===== src/rtl/ssd_scan.sv =====
// Four-digit multiplexed seven-segment scan driver with frame-latched shadow data and inter-digit blanking.
// Optional build macro SSD_SCAN_LEADING_ZERO_BLANK_EN blanks segments of leading zero digits.
module ssd_scan #(
  parameter int unsigned BLANK_CYCLES = 16,
  parameter bit          ACTIVE_LOW   = 1'b1
) (
  input  logic        clk,
  input  logic        rst,
  input  logic        tick_in,
  input  logic        enable,
  input  logic [15:0] data,
  input  logic [3:0]  dp_in,
  output logic [3:0]  an,
  output logic [6:0]  seg,
  output logic        dp,
  output logic        frame_start
);

  localparam logic [1:0] ST_IDLE  = 2'd0;
  localparam logic [1:0] ST_BLANK = 2'd1;
  localparam logic [1:0] ST_SHOW  = 2'd2;

  // With the gap disabled a digit change goes straight back to SHOW.
  localparam logic [1:0] ST_GAP     = (BLANK_CYCLES == 0) ? ST_SHOW : ST_BLANK;
  localparam logic [7:0] BLANK_LAST = (BLANK_CYCLES == 0) ? 8'd0 : 8'(BLANK_CYCLES - 1);

  localparam logic [3:0] AN_OFF  = ACTIVE_LOW ? 4'hF : 4'h0;
  localparam logic [6:0] SEG_OFF = ACTIVE_LOW ? 7'h7F : 7'h00;
  localparam logic       DP_OFF  = ACTIVE_LOW;

  function automatic logic [6:0] hex_seg_n(input logic [3:0] v);
    case (v)
      4'h0: return 7'h40;
      4'h1: return 7'h79;
      4'h2: return 7'h24;
      4'h3: return 7'h30;
      4'h4: return 7'h19;
      4'h5: return 7'h12;
      4'h6: return 7'h02;
      4'h7: return 7'h78;
      4'h8: return 7'h00;
      4'h9: return 7'h10;
      4'hA: return 7'h08;
      4'hB: return 7'h03;
      4'hC: return 7'h46;
      4'hD: return 7'h21;
      4'hE: return 7'h06;
      default: return 7'h0E;
    endcase
  endfunction

  logic [1:0]  state_q, state_d;
  logic [1:0]  idx_q, idx_d;
  logic [7:0]  cnt_q, cnt_d;
  logic        tick_q, tick_d;
  logic [15:0] shadow_data_q, shadow_data_d;
  logic [3:0]  shadow_dp_q, shadow_dp_d;
  logic [3:0]  an_q, an_d;
  logic [6:0]  seg_q, seg_d;
  logic        dp_q, dp_d;
  logic        frame_start_q, frame_start_d;

  logic        tick_edge;
  logic        load;
  logic        lit;
  logic        seg_blank;
  logic [3:0]  nibble;
  logic [3:0]  an_act;
  logic [6:0]  seg_act;
  logic        dp_act;

  assign tick_edge = tick_in & ~tick_q;

  // NOTE: every variable gets a default at the top of always_comb so no path leaves it unassigned and infers a latch.
  always_comb begin
    tick_d        = tick_in;
    state_d       = state_q;
    idx_d         = idx_q;
    cnt_d         = cnt_q;
    load          = 1'b0;

    if (!enable) begin
      state_d = ST_IDLE;
      idx_d   = 2'd0;
      cnt_d   = 8'd0;
    end else begin
      case (state_q)
        ST_IDLE: begin
          idx_d = 2'd0;
          if (tick_edge) begin
            load    = 1'b1;
            state_d = ST_GAP;
            cnt_d   = 8'd0;
          end
        end
        ST_BLANK: begin
          // Edges landing here are dropped on purpose; only the counter moves the FSM on.
          if (cnt_q == BLANK_LAST) begin
            state_d = ST_SHOW;
            cnt_d   = 8'd0;
          end else begin
            cnt_d = cnt_q + 8'd1;
          end
        end
        ST_SHOW: begin
          if (tick_edge) begin
            idx_d   = idx_q + 2'd1;
            state_d = ST_GAP;
            cnt_d   = 8'd0;
            load    = (idx_q == 2'd3);
          end
        end
        default: state_d = ST_IDLE;
      endcase
    end

    shadow_data_d = load ? data  : shadow_data_q;
    shadow_dp_d   = load ? dp_in : shadow_dp_q;
    frame_start_d = load;
  end

  // Outputs are decoded from next-state values so the registered pins line up with the FSM.
  always_comb begin
    lit    = (state_d == ST_SHOW);
    nibble = shadow_data_d[{idx_d, 2'b00} +: 4];
`ifdef SSD_SCAN_LEADING_ZERO_BLANK_EN
    begin
      logic [1:0] top;
      top = 2'd0;
      for (int k = 1; k < 4; k++) begin
        if (shadow_data_d[4*k +: 4] != 4'h0) top = 2'(k);
      end
      seg_blank = (idx_d > top);
    end
`else
    seg_blank = 1'b0;
`endif
    an_act  = lit ? (4'b0001 << idx_d) : 4'b0000;
    seg_act = (lit && !seg_blank) ? ~hex_seg_n(nibble) : 7'h00;
    dp_act  = lit & shadow_dp_d[idx_d];
    an_d    = ACTIVE_LOW ? ~an_act  : an_act;
    seg_d   = ACTIVE_LOW ? ~seg_act : seg_act;
    dp_d    = ACTIVE_LOW ? ~dp_act  : dp_act;
  end

  // NOTE: sequential state uses non-blocking assignments so every flop samples pre-edge values.
  always_ff @(posedge clk) begin
    if (rst) begin
      state_q       <= ST_IDLE;
      idx_q         <= 2'd0;
      cnt_q         <= 8'd0;
      tick_q        <= 1'b0;
      shadow_data_q <= 16'h0000;
      shadow_dp_q   <= 4'h0;
      an_q          <= AN_OFF;
      seg_q         <= SEG_OFF;
      dp_q          <= DP_OFF;
      frame_start_q <= 1'b0;
    end else begin
      state_q       <= state_d;
      idx_q         <= idx_d;
      cnt_q         <= cnt_d;
      tick_q        <= tick_d;
      shadow_data_q <= shadow_data_d;
      shadow_dp_q   <= shadow_dp_d;
      an_q          <= an_d;
      seg_q         <= seg_d;
      dp_q          <= dp_d;
      frame_start_q <= frame_start_d;
    end
  end

  assign an          = an_q;
  assign seg         = seg_q;
  assign dp          = dp_q;
  assign frame_start = frame_start_q;

endmodule

===== config.mk =====
export PLATFORM = sky130hd
export DESIGN_NAME = ssd_scan
export DESIGN_NICKNAME = d
export VERILOG_FILES = /design/src/rtl/ssd_scan.sv
export SDC_FILE = /design/constraint.sdc
export NUM_CORES = 1
export LEC_CHECK = 0
export BUFFER_PORTS_ARGS = -buffer_cell sky130_fd_sc_hd__clkbuf_2
export CAP_MARGIN = 20
export CORE_UTILIZATION = 60
export CTS_CLUSTER_DIAMETER = 200
export DETAILED_ROUTE_END_ITERATION = 12
export GPL_ROUTABILITY_DRIVEN = 0
export PLACE_DENSITY_LB_ADDON = 0.3
export SLEW_MARGIN = 40
export SYNTH_ARGS = -nofsm -noshare
export SYNTH_HDL_FRONTEND = slang
export SYNTH_SLANG_ARGS = --single-unit

===== constraint.sdc =====
create_clock -name clk -period 5.15 [get_ports clk]
set_input_delay 0.515 -clock clk [delete_from_list [all_inputs] [get_ports clk]]
set_output_delay 0.515 -clock clk [all_outputs]
set_load 0.02 [all_outputs]

==> reports/qor.csv <==
stage,metric,value,unit
sta,slew_headroom,0.552,
power,clkPwrFrac,0.423,
floorplanning,die_area,0.00413,mm2
routing,drt_iter0_markers,127,
grt,grt_usage,0.237,
layout,drive_gt1_frac,0.230,
power,p_leak,1.16,nW
sta,max_freq,0.331,GHz
sta,finClkSkew,8.05,ps
layout,fillerInstances,287,
grt,grt_pass1_wl,7.72,mm
setup_path,critical_path_class,reg2reg,
sta,fin_setup_tns,0,ps
run,max_cap_viol_count,0,
logic_synthesis,syn_area,0.00232,mm2
layout,final_cell_mix,"dfxtp_1, clkbuf_2, nand2_1",
clock_network,cts_resized,0,
clock_network,cts_tree,built,
logic_synthesis,synth.distinct_cells,58,
routing,drc,0,
clock_network,clkLatencyLatePin,300,ps
layout,final_core_util,0.712,
power,power_frac_comb,0.105,
power,pwr-share-seq,0.472,
logic_synthesis,synth-seq-cells,46,
floorplanning,ios,37,
sta,finalSetupViolations,0,
grt,grt_start_max_net_pins,26,
sta,tightest_slew,673,ps
power,fin_total_pwr,0.779,mW
placement,port_buffers,36,
clock_network,post-cts-setup-buffers,0,
routing,avgRoutedWirePerCell,14.0,um
routing,ant_nets,0,
floorplanning,core_region_area,0.00369,mm2
layout,area_delta_synth_final,13.1,%
sta,slew_viol_final,0,
placement,dp_hpwl,3.19,mm
grt,grt_pass1_vias,1748,
logic_synthesis,async_reset_ff_frac,0,
routing,vias_per_cell,5.71,
sta,hold_viol_final,0,
clock_network,cts_root_buf,clkbuf_8,
routing,routed_wl,4.56,mm
floorplanning,start_util,0.630,
logic_synthesis,yosys_most_used_dff,dfxtp_1,
logic_synthesis,yosys_warnings,0,
sta,rsz0062_at_grt,no,
grt,grt_overflow_total,0,
power,p_sw,0.175,mW
logic_synthesis,synth_edf_count,0,
setup_path,crit_arrival,3220,ps
clock_network,htreeDepth,2,
layout,final_common_cell,dfxtp_1,
floorplanning,row_count,22,
clock_network,cts.sinks,46,
routing,via_count,1862,
power,powerDensity,296,mW/mm2
setup_path,critPathMaxFanout,23,
power,p_int,0.604,mW
setup_path,crit_path_start_kind,flop,
clock_network,postCtsHoldBufs,0,
power,p_sw_frac,0.225,
floorplanning,fp.dieH,64.2,um
setup_path,crit_path_end_kind,flop,
sta,whs,444,ps
logic_synthesis,synth_seq_area_share,0.396,
worst_hold_path,hp-class,in2reg,
clock_network,numCtsBuffers,5,
grt,antenna_found_initial,0,
routing,firstDrtPassIters,4,
layout,n_antenna_cell,0,
sta,period_needed,3020,ps
setup_path,required,5340,ps
logic_synthesis,synthCells,247,
sta,post-route-period-util,0.587,
clock_network,clk_pin_slew,90,ps
power,vdd_drop_max,0.182,mV
status,status,finished clean,
clock_network,clk_path_buf_depth,2,
logic_synthesis,synth_area_per_cell,9.41,um2
floorplanning,die_x,64.2,um
logic_synthesis,syn_nets,279,
layout,nets,309,
routing by layer:
metal | global-route usage | routed length (um)
met5 | 0 | 0
met4 | 0.0806 | 58
met2 | 0.400 | 2180
met3 | 0.0661 | 218
met1 | 0.289 | 2110
logic make-up (layout without fill, tap and decap cells):
group	Yosys count	count (layout)	synth area share
adder cells (fa/ha/maj)	8	8	0.0431
buffers and inverters	19	50	0.0458
AO/OA/AOI/OAI	57	57	0.179
multiplexers	29	29	0.129
XOR/XNOR	1	1	0.00377
flip-flops	46	46	0.396
AND/OR/NAND/NOR	87	87	0.203
state kept, by name (all words and copies together) (netlist names):
name and cells:
tick_q 1, frame_start 1, dp 1, seg 7, state_q 2, idx_q 2
cnt_q 8, shadow_dp_q 4, an 4, shadow_data_q 16
worst paths after layout:
check / from / endpoint / slack, ps / cells after the start
min: dp_in[2] / shadow_dp_q[2] / 440 / 3
max: state_q[0] / seg[3] / 2130 / 9
min reg2reg: shadow_data_q[6] / shadow_data_q[6] / 460 / 2
max reg2reg: state_q[0] / seg[3] / 2130 / 9
cells in the mapped netlist (2+ instances only):
cell type	count	area, um2
dfxtp_1	46	921
nand2_1	28	105
mux2i_1	25	250
nor2_1	25	93.8
a21oi_1	20	100
ha_1	8	100
clkbuf_1	7	26.3
and3_1	5	31.3
inv_1	5	18.8
nand3_1	5	25.0
o21ai_0	5	25.0
buf_6	4	45.0
a211oi_1	3	22.5
nand2b_1	3	18.8
nor2b_1	3	18.8
nor3b_1	3	22.5
a211o_1	2	17.5
a22oi_1	2	15.0
a31o_2	2	17.5
a31oi_1	2	12.5
mux2_2	2	22.5
nor3_1	2	10.0
nor3b_4	2	37.5
o21ai_1	2	10.0
o221ai_1	2	17.5
or3_1	2	12.5
power by group through the flow:
| stage | Clock (mW) | Combinational [mW] | Sequential (mW) |
|---|---|---|---|
| after detailed placement | 0 | 0.0806 | 0.376 |
| after CTS | 0.333 | 0.0818 | 0.367 |
| after global placement | 0 | 0.0786 | 0.376 |
| final | 0.329 | 0.0821 | 0.367 |
| after floorplan | 0 | 0.0622 | 0.375 |
| after global routing | 0.348 | 0.0907 | 0.368 |
critical path, stage by stage (launching register included):
cell and delay [ps]:
dfxtp_1 400, nor3b_4 370, nand3_4 340, mux2i_1 330, mux2i_1 140, mux2i_1 380
inv_1 190, ha_1 260, mux2_1 290, o22a_1 200
metrics by stage:
step | setup slack [ps] | instances | cell area, um2
5_1_grt | 1930 | 326 | 2630
2_1_floorplan | 2390 | 247 | 2320
3_3_place_gp | 2100 | 318 | 2480
6_report | 2130 | 326 | 2630
3_5_place_dp | 1950 | 318 | 2480
4_1_cts | 2110 | 326 | 2630
final cells by class:
class | instances | area (um2) | share of cell area
Sequential cell | 46 | 921 | 0.350
Tap cell | 48 | 60.1 | 0.0229
Multi-Input combinational cell | 182 | 1300 | 0.495
Clock inverter | 2 | 60.1 | 0.0229
Clock buffer | 6 | 82.6 | 0.0314
Inverter | 6 | 22.5 | 0.00857
Timing Repair Buffer | 36 | 180 | 0.0686
(Power assumes the default switching activity.)
